--- config.mk ---
export PLATFORM = sky130hd
export DESIGN_NAME = sram_oq_writer_flat
export DESIGN_NICKNAME = d
export VERILOG_FILES = /design/src/rtl/sram_oq_writer_if.sv /design/src/rtl/sram_oq_writer.sv /design/src/flat_wrapper.sv
export SDC_FILE = /design/constraint.sdc
export NUM_CORES = 1
export LEC_CHECK = 0
export CORE_ASPECT_RATIO = 2
export CORE_MARGIN = 1
export CORE_UTILIZATION = 49
export DETAILED_ROUTE_END_ITERATION = 8
export PLACE_DENSITY = 0.8
export SLEW_MARGIN = 20
export SYNTH_ARGS = -nofsm -noshare
export SYNTH_HDL_FRONTEND = slang
export SYNTH_SLANG_ARGS = --single-unit
export TNS_END_PERCENT = 5
--- constraint.sdc ---
create_clock -name memclk -period 6.4 [get_ports memclk]
set_clock_uncertainty 0.1 [all_clocks]
set_input_delay 1.92 -clock memclk [delete_from_list [all_inputs] [get_ports memclk]]
set_output_delay 1.92 -clock memclk [all_outputs]
set_load 0.005 [all_outputs]
--- src/rtl/sram_oq_writer_if.sv ---
// sram_oq_writer_if: arbiter input, free, SRAM write and commit signals of sram_oq_writer.
// drop_count exists only when SRAM_OQ_DROP_CNT_EN is defined.
interface sram_oq_writer_if #(
    parameter int NUM_QUEUES  = 5,
    parameter int QADDR_WIDTH = 10,
    parameter int DATA_WIDTH  = 202
);
    logic [DATA_WIDTH-1:0]    din;
    logic                     din_valid;
    logic [2:0]               queue_id;
    logic                     free_valid;
    logic [2:0]               free_queue_id;
    logic [QADDR_WIDTH+2:0]   sram_addr;
    logic [DATA_WIDTH-1:0]    sram_wdata;
    logic                     sram_we;
    logic [NUM_QUEUES-1:0]    queue_nonempty;
    logic                     commit_valid;
    logic [2:0]               commit_queue;
    logic [QADDR_WIDTH:0]     commit_words;
`ifdef SRAM_OQ_DROP_CNT_EN
    logic [NUM_QUEUES*16-1:0] drop_count;

    modport master (
        output din, din_valid, queue_id, free_valid, free_queue_id,
        input  sram_addr, sram_wdata, sram_we, queue_nonempty, commit_valid, commit_queue, commit_words, drop_count
    );
    modport slave (
        input  din, din_valid, queue_id, free_valid, free_queue_id,
        output sram_addr, sram_wdata, sram_we, queue_nonempty, commit_valid, commit_queue, commit_words, drop_count
    );
`else
    modport master (
        output din, din_valid, queue_id, free_valid, free_queue_id,
        input  sram_addr, sram_wdata, sram_we, queue_nonempty, commit_valid, commit_queue, commit_words
    );
    modport slave (
        input  din, din_valid, queue_id, free_valid, free_queue_id,
        output sram_addr, sram_wdata, sram_we, queue_nonempty, commit_valid, commit_queue, commit_words
    );
`endif
endinterface

--- src/rtl/sram_oq_writer.sv ---
// sram_oq_writer: writes arbiter packets into per-queue SRAM rings, commits whole packets, rolls back dropped ones.
// Defining SRAM_OQ_DROP_CNT_EN adds saturating per-queue drop counters on drop_count.
module sram_oq_writer #(
    parameter int NUM_QUEUES  = 5,
    parameter int QADDR_WIDTH = 10,
    parameter int DATA_WIDTH  = 202
) (
    input logic             memclk,
    input logic             memreset,
    sram_oq_writer_if.slave bus
);
    localparam int QW = QADDR_WIDTH;
    localparam logic [QW:0] CAP = {1'b1, {QW{1'b0}}};

    typedef enum logic [1:0] {IDLE, WRITE, DROP} state_t;

    state_t                state, state_nx;
    logic [QW-1:0]         wr_ptr    [NUM_QUEUES];
    logic [QW-1:0]         ptr_base  [NUM_QUEUES];
    logic [QW-1:0]         ptr_nx    [NUM_QUEUES];
    logic [QW:0]           fill      [NUM_QUEUES];
    logic [QW:0]           fill_base [NUM_QUEUES];
    logic [QW:0]           fill_nx   [NUM_QUEUES];
    logic [QW:0]           committed [NUM_QUEUES];
    logic [QW:0]           com_nx    [NUM_QUEUES];
    logic [QW-1:0]         pkt_start;
    logic [QW:0]           pkt_len, len_nx;
    logic [2:0]            pkt_q, wr_q, qsel, fsel;
    logic                  hdr, last, qid_ok, fid_ok, rb, wr, start, commit, fr;
    logic [NUM_QUEUES-1:0] nonempty;

    assign hdr    = bus.din[4:2] == 3'd0;
    assign last   = bus.din[1];
    assign qid_ok = int'(bus.queue_id) < NUM_QUEUES;
    assign fid_ok = int'(bus.free_queue_id) < NUM_QUEUES;
    assign qsel   = qid_ok ? bus.queue_id : 3'd0;
    assign fsel   = fid_ok ? bus.free_queue_id : 3'd0;
    assign fr     = bus.free_valid && fid_ok && committed[fsel] != '0;
    // The open packet is abandoned on overflow or when a new header truncates it
    assign rb     = bus.din_valid && state == WRITE && (hdr || fill[pkt_q] == CAP);
    assign len_nx = start ? (QW+1)'(1) : pkt_len + (QW+1)'(1);
    assign bus.queue_nonempty = nonempty;

    always_comb begin
        for (int i = 0; i < NUM_QUEUES; i++) begin
            ptr_base[i]  = (rb && int'(pkt_q) == i) ? pkt_start : wr_ptr[i];
            fill_base[i] = (rb && int'(pkt_q) == i) ? fill[i] - pkt_len : fill[i];
        end
    end

    always_comb begin
        state_nx = state;
        wr       = 1'b0;
        start    = 1'b0;
        commit   = 1'b0;
        wr_q     = pkt_q;
        if (bus.din_valid) begin
            if (state == DROP) begin
                state_nx = last ? IDLE : DROP;
            end else if (state == WRITE && !hdr) begin
                wr       = !rb;
                commit   = !rb && last;
                state_nx = last ? IDLE : (rb ? DROP : WRITE);
            end else if (hdr) begin
                if (!qid_ok || fill_base[qsel] == CAP) begin
                    state_nx = last ? IDLE : DROP;
                end else begin
                    wr       = 1'b1;
                    start    = 1'b1;
                    wr_q     = qsel;
                    commit   = last;
                    state_nx = last ? IDLE : WRITE;
                end
            end
        end
    end

    // Rollback, write and free all fold into one update per queue
    always_comb begin
        for (int i = 0; i < NUM_QUEUES; i++) begin
            ptr_nx[i]   = ptr_base[i] + QW'(wr && int'(wr_q) == i);
            fill_nx[i]  = fill_base[i] + (QW+1)'(wr && int'(wr_q) == i) - (QW+1)'(fr && int'(fsel) == i);
            com_nx[i]   = committed[i] + ((commit && int'(wr_q) == i) ? len_nx : '0) - (QW+1)'(fr && int'(fsel) == i);
            nonempty[i] = committed[i] != '0;
        end
    end

    always_ff @(posedge memclk or negedge memreset) begin
        if (!memreset) begin
            state            <= IDLE;
            wr_ptr           <= '{default: '0};
            fill             <= '{default: '0};
            committed        <= '{default: '0};
            pkt_start        <= '0;
            pkt_len          <= '0;
            pkt_q            <= '0;
            bus.sram_we      <= 1'b0;
            bus.sram_addr    <= '0;
            bus.sram_wdata   <= '0;
            bus.commit_valid <= 1'b0;
            bus.commit_queue <= '0;
            bus.commit_words <= '0;
        end else begin
            state            <= state_nx;
            wr_ptr           <= ptr_nx;
            fill             <= fill_nx;
            committed        <= com_nx;
            pkt_len          <= wr ? len_nx : pkt_len;
            bus.sram_we      <= wr;
            bus.commit_valid <= commit;
            if (start) begin
                pkt_start <= ptr_base[wr_q];
                pkt_q     <= wr_q;
            end
            if (wr) begin
                bus.sram_addr  <= {wr_q, ptr_base[wr_q]};
                bus.sram_wdata <= bus.din;
            end
            if (commit) begin
                bus.commit_queue <= wr_q;
                bus.commit_words <= len_nx;
            end
        end
    end

`ifdef SRAM_OQ_DROP_CNT_EN
    logic [15:0] drop_cnt [NUM_QUEUES];
    logic        hdr_full;

    assign hdr_full = bus.din_valid && hdr && state != DROP && qid_ok && fill_base[qsel] == CAP;

    always_ff @(posedge memclk or negedge memreset) begin
        if (!memreset) begin
            drop_cnt <= '{default: '0};
        end else begin
            for (int i = 0; i < NUM_QUEUES; i++)
                if (((rb && int'(pkt_q) == i) || (hdr_full && int'(qsel) == i)) && drop_cnt[i] != 16'hFFFF)
                    drop_cnt[i] <= drop_cnt[i] + 16'd1;
        end
    end

    always_comb begin
        bus.drop_count = '0;
        for (int i = 0; i < NUM_QUEUES; i++)
            bus.drop_count[i*16 +: 16] = drop_cnt[i];
    end
`endif
endmodule

--- src/flat_wrapper.sv ---
// flat-port wrapper written by rule: the top's interface ports become plain ports
module sram_oq_writer_flat 
#(
    parameter int NUM_QUEUES  = 5,
    parameter int QADDR_WIDTH = 10,
    parameter int DATA_WIDTH  = 202
)
  (memclk, memreset, bus_din, bus_din_valid, bus_queue_id, bus_free_valid, bus_free_queue_id, bus_sram_addr, bus_sram_wdata, bus_sram_we, bus_queue_nonempty, bus_commit_valid, bus_commit_queue, bus_commit_words);
  sram_oq_writer_if #(.NUM_QUEUES(NUM_QUEUES), .QADDR_WIDTH(QADDR_WIDTH), .DATA_WIDTH(DATA_WIDTH)) bus_i ();
  input logic memclk;
  input logic memreset;
  input wire logic [$bits(bus_i.din)-1:0] bus_din;
  input wire logic [$bits(bus_i.din_valid)-1:0] bus_din_valid;
  input wire logic [$bits(bus_i.queue_id)-1:0] bus_queue_id;
  input wire logic [$bits(bus_i.free_valid)-1:0] bus_free_valid;
  input wire logic [$bits(bus_i.free_queue_id)-1:0] bus_free_queue_id;
  output wire logic [$bits(bus_i.sram_addr)-1:0] bus_sram_addr;
  output wire logic [$bits(bus_i.sram_wdata)-1:0] bus_sram_wdata;
  output wire logic [$bits(bus_i.sram_we)-1:0] bus_sram_we;
  output wire logic [$bits(bus_i.queue_nonempty)-1:0] bus_queue_nonempty;
  output wire logic [$bits(bus_i.commit_valid)-1:0] bus_commit_valid;
  output wire logic [$bits(bus_i.commit_queue)-1:0] bus_commit_queue;
  output wire logic [$bits(bus_i.commit_words)-1:0] bus_commit_words;
  assign bus_i.din = bus_din;
  assign bus_i.din_valid = bus_din_valid;
  assign bus_i.queue_id = bus_queue_id;
  assign bus_i.free_valid = bus_free_valid;
  assign bus_i.free_queue_id = bus_free_queue_id;
  assign bus_sram_addr = bus_i.sram_addr;
  assign bus_sram_wdata = bus_i.sram_wdata;
  assign bus_sram_we = bus_i.sram_we;
  assign bus_queue_nonempty = bus_i.queue_nonempty;
  assign bus_commit_valid = bus_i.commit_valid;
  assign bus_commit_queue = bus_i.commit_queue;
  assign bus_commit_words = bus_i.commit_words;
  sram_oq_writer #(.NUM_QUEUES(NUM_QUEUES), .QADDR_WIDTH(QADDR_WIDTH), .DATA_WIDTH(DATA_WIDTH)) u_core (.memclk(memclk), .memreset(memreset), .bus(bus_i));
endmodule
==> results by stage, run 1 <==
Place:
- Summed over all nets, the half-perimeter wirelength after detailed placement is 68,340 um.
- The congestion estimate from routability-driven global placement came to 0.9873.
- Once placement completed, the tool counted placed cells totaling 4,233.
- Input and output buffers added on the ports amount to 447.
- Prior to clock tree synthesis, the placed netlist has a worst setup slack of -1.078 ns.

Critical path:
- The launching point of the worst reg2reg path is u_core.pkt_len[4].
- The largest stage delay on the critical path is 0.42 ns.
- The count of buffering cells on the critical path with inverters included is 5.
- For this design, the slowest cell found on the critical path is sky130_fd_sc_hd__dfrtp_1.
- The worst-path maximum fanout is 5.
- Data on the critical path is required at its endpoint by 6.79 ns.
- The worst setup path is launched from a flop.
- The endpoint of the worst setup timing path is u_core.committed[54].
- For the worst flop-to-flop path, the logic depth is 30.
- The endpoint identified for the worst register-to-register timing path is u_core.committed[54].
- The worst reg-to-reg setup slack is 0.13 ns.
- The source of the critical timing path is u_core.pkt_len[4].
- For the worst setup path, the data arrival time is 6.65 ns.
- STA classifies the critical path endpoint as a flop.
- The type of the worst setup path is flop to flop.
- The cell count along the critical path is 30.
- The family with the most delay on the worst path is compound AO/OA/AOI/OAI gates.

Timing:
- The worst path setup slack after routing is 0.1343 ns.
- The fraction of the cycle the final worst path needs is 97.90%.
- Measured against its own limit, the worst slew margin works out to 20.88%.
- The maximum clock frequency is 159.6 MHz.
- The transition time of the tightest slew-check pin is 1.178 ns.
- Setup repair after global routing could not meet its margin everywhere.
- Final hold analysis gives a worst-case slack of 0.3642 ns.
- The number of slew-limit violations in the final report came to 0.
- Setup violations remaining at the end of the flow were counted as 0.
- The time the final worst path needs with I/O delays and setup is 6.266 ns.
- The hold violation total from the final report is 0.

Run:
- Max-cap violations in this run came to 0.

GRT:
- The first global-routing pass estimated 132,600 um of wire.
- Global routing used 32.92% of the available tracks.
- The met1 track utilization from global routing is 31.96%.
- The total overflow left after global routing is 0.
- For met2 alone, demand over resource in global routing was 57.84%.
- The pin count of the biggest net entering global routing is 177.
- The met3 demand-to-capacity share in global routing is 6.328%.
- The via count of the first global-routing pass was 24,340.
- met2 is the most crowded layer.
- The number of antenna violations at the first check in global routing is 8.

Worst hold path:
- The path category of the worst min-delay check is flop to flop.

Detailed routing:
- The number of vias in the routed layout is 23,880.
- The first detailed-routing pass ran for 7 iterations.
- Using the TritonRoute via totals, the vias-per-cell ratio works out to 5.517.
- The final wirelength is 89,020 um.
- Dividing the detail-routed wire length by the instance count gives 20.56 um.
- The count of nets left with antenna violations once routing finished came out at 0.
- After the first detailed-routing iteration, the DRC count stood at 1,604.
- The remaining routing DRC violations is 0.

CTS:
- The post-CTS clock slew at the launch and capture registers of the worst setup and hold paths is 0.07 ns.
- The later pin in the worst-skew pair is clocked with a latency of 0.58 ns.
- The clock root buffer master is sky130_fd_sc_hd__clkbuf_16.
- The total of hold buffers inserted after clock tree synthesis is 0.
- The number of clock sinks is 417.
- TritonCTS built the clock tree.
- The number of clock buffers added by TritonCTS is 41.
- The number of levels in the clock H-tree is 2.
- Counting along the longest clock path gives a buffer depth of 3.

Final layout:
- In the layout the commonest cells are sky130_fd_sc_hd__nand2_1 (783), sky130_fd_sc_hd__clkdlybuf4s50_1 (440), sky130_fd_sc_hd__dfrtp_1 (416).
- The area growth from synthesis to layout is 35.04%.
- The post-layout net count is 4,078.
- Of the cells placed in the final design, the portion with a size suffix greater than 1 is 13.32%.
- The finished layout holds 4,329 standard cells, fillers aside.
- The most common cell after layout, fill and taps aside is sky130_fd_sc_hd__nand2_1.
- The layout has 4,083 filler cells.

Synthesis:
- The total of warnings raised by yosys is 0.
- Synthesis inferred 417 register bits.
- The distinct cell type count of the synthesized netlist is 89.
- The cell taking the most area after synthesis is sky130_fd_sc_hd__dfrtp_1.
- The part of the Yosys area used for sequential elements is 40.55%.
- The predominant post-synthesis flop cell is sky130_fd_sc_hd__dfrtp_1.
- The async set-or-reset flop fraction in the synthesized netlist is 100.0%.
- The synthesized net count is 3,401.
- The post-synthesis instance total is 2,958.
- The number of enable-type register cells in the synthesized netlist is 0.
- Of the post-synthesis cell area, the dominant cell type holds 40.55%.
- The synthesized netlist occupies a cell area of 25,730 um^2.
- Sorting the synthesized cells by area gives the leading types as sky130_fd_sc_hd__dfrtp_1 (41%), sky130_fd_sc_hd__nand2_1 (11%), sky130_fd_sc_hd__ha_1 (11%), sky130_fd_sc_hd__xnor2_1 (4.7%), sky130_fd_sc_hd__inv_1 (4.4%).
- The post-synthesis area per instance is 8.699 um^2.

Die:
- After floorplanning, the core was sized to cover 51,820 um^2.
- The die is 326.1 um tall.
- The I/O pin count is 448.
- The overall die area is 53,490 um^2.
- The die is 164.0 um wide.
- The initial core utilization is 49.65%.
- The floorplan has 118 rows.

Power:
- The worst vdd rail ir drop is 0.3684 mV.
- The total power per unit cell area is 522.4 nW/um^2.
- The leakage power total is 16.98 nW.

Status:
- The run finished with clean final reports.
state kept, by name (all words and copies together) (netlist names):
signal                   flops
u_core.bus.sram_we           1
u_core.bus.sram_addr        13
u_core.pkt_start            10
u_core.pkt_q                 3
u_core.bus.commit_words     11
u_core.bus.commit_valid      1
u_core.fill                 55
u_core.bus.commit_queue      3
u_core.bus.sram_wdata      202
u_core.pkt_len              11
u_core.wr_ptr               50
u_core.committed            55
u_core.state                 2
cell families (layout without fill, tap and decap cells):
family          Yosys count  in the layout  synth area share (%)
simple gates           1170           1171                 19.58
compound gates          449            449                 11.42
xor+xnor                188            188                 6.399
fa+ha+maj               231            231                 11.67
flops                   417            417                 40.55
mux                      98             98                 4.138
buf+inv                 405           1111                 6.248
other cells               0              4                     0
synthesized netlist by cell type, types with 14 or more instances:
| cell type | count |
|---|---|
| sky130_fd_sc_hd__o21ai_0 | 78 |
| sky130_fd_sc_hd__nand2_1 | 785 |
| sky130_fd_sc_hd__a21o_1 | 30 |
| sky130_fd_sc_hd__mux2i_1 | 85 |
| sky130_fd_sc_hd__a21oi_1 | 133 |
| sky130_fd_sc_hd__ha_1 | 216 |
| sky130_fd_sc_hd__xnor2_1 | 139 |
| sky130_fd_sc_hd__and3_1 | 21 |
| sky130_fd_sc_hd__buf_2 | 58 |
| sky130_fd_sc_hd__clkbuf_1 | 31 |
| sky130_fd_sc_hd__or3_1 | 14 |
| sky130_fd_sc_hd__inv_1 | 303 |
| sky130_fd_sc_hd__dfrtp_1 | 417 |
| sky130_fd_sc_hd__o21a_1 | 26 |
| sky130_fd_sc_hd__nor2b_1 | 27 |
| sky130_fd_sc_hd__a31oi_1 | 16 |
| sky130_fd_sc_hd__fa_1 | 15 |
| sky130_fd_sc_hd__xor2_1 | 49 |
| sky130_fd_sc_hd__o21bai_1 | 50 |
| sky130_fd_sc_hd__nor4_1 | 21 |
| sky130_fd_sc_hd__nor2_1 | 123 |
| sky130_fd_sc_hd__nand3_1 | 50 |
| sky130_fd_sc_hd__nor3_1 | 53 |
| sky130_fd_sc_hd__o211ai_1 | 17 |
final cells by class:
class	count	area, um^2	area share (%)
flip-flops and latches	417	10440	30.03
diodes	4	10.01	0.02881
clock inverters	20	306.5	0.8822
multi-input cells	2137	14130	40.66
inverters	307	1161	3.341
clock buffers	53	1152	3.316
well taps	660	825.8	2.376
repair buffers	731	6726	19.36
worst min path at each step:
stage	start	end	slack, ns	cells after the start
final	u_core.bus.sram_wdata[116]	u_core.bus.sram_wdata[116]	0.36	2
after global routing	u_core.bus.sram_wdata[61]	u_core.bus.sram_wdata[61]	0.38	2
after CTS	u_core.bus.sram_wdata[86]	u_core.bus.sram_wdata[86]	0.37	2
after detailed placement	u_core.bus.sram_wdata[147]	u_core.bus.sram_wdata[147]	0.35	2
after global placement	u_core.bus.sram_wdata[131]	u_core.bus.sram_wdata[131]	0.35	2
after floorplan	u_core.bus.sram_wdata[0]	u_core.bus.sram_wdata[0]	0.36	2
worst min-delay path, delay by kind of cell (launching register included):
family | cells | cell delay (ns)
and+or+nand+nor | 2 | 0.10
DFF | 1 | 0.34
layer usage:
metal	wire, um	vias up
li1	-	11140
met4	9244	8
met3	6145	412
met5	53	-
met1	29110	11310
met2	44470	1014
metrics by stage:
stage	power [mW]	instance area (um^2)	utilization, %	setup TNS [ns]
4_1_cts	17.86	34360	66.31	0
3_3_place_gp	14.64	32750	63.20	-49.31
6_report	18.15	34750	67.05	0
2_1_floorplan	10.53	25800	-	-0.3491
5_1_grt	19.44	34750	67.05	-0.3351
3_5_place_dp	14.98	32750	63.20	-56.73
report_power, final:
group / switching [mW] / total, mW / internal [mW]
Clock: 1.14 / 2.71 / 1.56
Sequential: 0.830 / 4.66 / 3.83
Combinational: 5.33 / 10.8 / 5.45
Total: 7.31 / 18.2 / 10.8
timing repair:
item	in CTS	in global routing
gates cloned	1	0
setup buffers	8	11
pin swaps	9	46
gates resized for setup	30	83
setup endpoints to repair	34	27
(Power assumes the default switching activity.)
==> inputs of run 2 (changes only) <==
- SETUP_SLACK_MARGIN: not set -> 0.15
==> run 2 against run 1 <==
  * Setup slack better by 0.074 ns
  * Register-to-register slack better by 0.09 ns
  * Critical path type is now input pin to flop
  * Fmax up 1.2%
  * Critical endpoint unchanged
  * Clock power about the same
  * Power up 0.36%
==> results by stage, run 2 (same netlist as run 1, synthesis figures left out) <==
Status:
- The run finished with clean final reports.

Critical path:
- The worst register-to-register path ends at u_core.committed[54].
- For the worst setup path, the data required time is 6.79 ns.
- The data arrival time of the critical path is 6.58 ns.
- The critical-path cell with the highest stage delay is sky130_fd_sc_hd__clkdlybuf4s50_1.
- The family with the most delay on the worst path is compound AO/OA/AOI/OAI gates.
- Measured in cells, the most critical reg-to-reg path has a length of 30.
- The worst-path maximum fanout is 10.
- The critical path is of the input pin to flop type.
- The cell count along the critical path is 25.
- The launching point of the worst reg2reg path is u_core.pkt_len[3].
- For this run, the slowest stage of the critical path takes 0.60 ns.
- The count of buffering cells on the critical path with inverters included is 4.
- In this run the register-to-register setup slack is 0.22 ns.
- The type of element capturing the critical path is a flop.
- The startpoint kind of the worst setup timing path is an input pin.

Place:
- Once placement completed, the tool counted placed cells totaling 4,233.
- Detailed placement ended at an HPWL of 68,340 um.
- The global placement routability congestion is 0.9873.
- During placement, the flow inserted port buffers numbering 447.
- Prior to clock tree synthesis, the placed netlist has a worst setup slack of -1.078 ns.

CTS:
- The post-CTS clock slew at the launch and capture registers of the worst setup and hold paths is 0.07 ns.
- The clock tree from TritonCTS is done.
- The maximum buffer depth of the clock tree is 3.
- CTS saw 417 sinks.
- Clock latency on the worst-skew pair, taken at its later pin, is 0.58 ns.
- The H-tree was split into 2 levels.
- Clock tree synthesis inserted a total of 41 buffers.
- The clock root buffer master is sky130_fd_sc_hd__clkbuf_16.

Detailed routing:
- The average wire length per cell after detail routing is 20.63 um.
- Once detail routing completed, the nets flagged for antenna violations numbered 0.
- The number of vias per cell is 5.521.
- The remaining routing DRC violations is 0.
- The routed design has 89,440 um of wire.
- The pre-antenna-repair detailed-routing pass consisted of 6 iterations.
- The DRC marker count from the first detailed-route iteration is 1,576.
- The number of vias in the routed layout is 23,940.

Timing:
- The maximum clock frequency is 161.5 MHz.
- The time the final worst path needs with I/O delays and setup is 6.192 ns.
- Setup violations remaining at the end of the flow were counted as 0.
- The number of slew-limit violations in the final report is 0.
- The hold violation total from the final report came to 0.
- The final critical path takes up 96.75% of the cycle.
- For the pin with the worst max-slew slack, the measured transition is 1.176 ns.
- Setup repair after global routing could not meet its margin everywhere.
- The worst pin sits at a relative slew slack of 21.06%.
- In the post-route analysis, the smallest setup slack over all paths is 0.2079 ns.

Run:
- Max-cap violations in this run came to 0.

Final layout:
- In the final layout, the registers with the most flip-flops are u_core.bus.sram_wdata: 202 flops, u_core.committed: 55 flops, u_core.fill: 55 flops.
- The layout filler cell count is 4,078.
- Summing all flip-flop and latch instances after layout gives 10,440 um^2.
- In the final layout, the multi-input gates occupy 14,220 um^2.
- The register with the most flip-flops in the layout has 202 of them.
- The most common cell after layout, fill and taps aside is sky130_fd_sc_hd__nand2_1.
- Measured on the finished design, the core utilization comes to 67.39%.
- Once layout is complete, the cells apart from fillers number 4,336.
- The most flop-heavy register is u_core.bus.sram_wdata.
- Leaving out fill and tap cells, the most frequent cells in the layout are sky130_fd_sc_hd__nand2_1 (783), sky130_fd_sc_hd__clkdlybuf4s50_1 (440), sky130_fd_sc_hd__dfrtp_1 (416).
- The area growth from synthesis to layout is 35.71%.
- The ratio of cells with drive above 1 in the final layout is 13.94%.
- The net count of the finished layout is 4,086.

Die:
- The core region is 51,820 um^2.
- The overall die area is 53,490 um^2.
- Measured along the y axis, the die boundary spans 326.1 um.
- During I/O placement, the number of pins put on the boundary was 448.
- The initial core utilization is 49.65%.
- The overall die width is 164.0 um.
- The floorplan row count is 118.

Worst hold path:
- The worst hold path terminates at u_core.bus.sram_wdata[76].
- The hold path startpoint is u_core.bus.sram_wdata[76].
- Along the worst hold path, the cell count comes to 2.
- In this run the worst hold path is classified as flop to flop.

GRT:
- Global routing finished with a remaining overflow of 0.
- The pin count of the biggest net entering global routing is 177.
- The number of antenna violations at the first check in global routing came to 7.
- The via count of the first global-routing pass came to 24,390.
- The first-pass GRT wire length is 132,600 um.
- The all-layer global routing usage is 32.97%.

Power:
- The worst vdd rail ir drop is 0.3692 mV.
- The total power per unit cell area is 521.7 nW/um^2.
- The leakage power total is 17.03 nW.
==> run 2: worst max path at each step <==
stage,from,to,slack [ns]
floorplan,bus_din_valid,u_core.committed[21],-0.10
global placement,bus_din[3],u_core.committed[32],-0.94
detailed placement,bus_din[3],u_core.committed[54],-1.08
CTS,bus_din[3],u_core.committed[54],0.11
global route,bus_queue_id[1],u_core.committed[54],0.02
finish,bus_queue_id[1],u_core.committed[54],0.21
==> run 2: per-layer routing <==
| metal | wire, um | vias up | GRT usage [%] | part of all wire, % |
|---|---|---|---|---|
| li1 | - | 11150 | - | - |
| met1 | 29410 | 11360 | 31.78 | 33 |
| met2 | 44810 | 1010 | 58.11 | 50 |
| met3 | 5999 | 411 | 6.544 | 6.7 |
| met4 | 9168 | 8 | 29.91 | 10 |
| met5 | 53 | - | 0 | 0.059 |
==> run 2: per-stage QoR <==
step	instance area, um^2	setup TNS, ns	power [mW]	hold WS (ns)
floorplan	25800	-0.3491	10.53	0.3628
global route	34920	0	19.48	0.3802
global placement	32750	-49.31	14.64	0.3474
CTS	34440	0	17.93	0.3689
finish	34920	0	18.22	0.3645
detailed placement	32750	-56.73	14.98	0.3544
==> run 2: worst reg2reg max path: cells and delay by family (launching register included) <==
kind,cells,cell delay (ns)
AO/OA/AOI/OAI,13,2.28
AND/OR/NAND/NOR,6,0.93
adder cells (fa/ha/maj),3,0.82
buffers and inverters,4,0.72
multiplexers,2,0.54
flip-flops,1,0.42
XOR/XNOR,2,0.28
==> run 2: power breakdown <==
part	switching [mW]	internal [mW]
Sequential	0.833	3.83
Clock	1.15	1.57
Combinational	5.36	5.48
==> run 2: timing repair <==
action	in CTS	in global routing
setup buffers	11	15
cloned	1	0
hold buffers	0	0
endpoints found under the setup margin	53	36
pin swaps	22	54
gates resized for setup	49	98
==> run 2: area by class of cell <==
class                           instances  share of cell area, %
Clock inverter                         20                 0.8778
Sequential cell                       417                  29.88
Inverter                              307                  3.325
Clock buffer                           53                  3.300
Multi-Input combinational cell       2137                  40.71
Timing Repair Buffer                  739                  19.52
Antenna cell                            3                0.02150
Tap cell                              660                  2.365
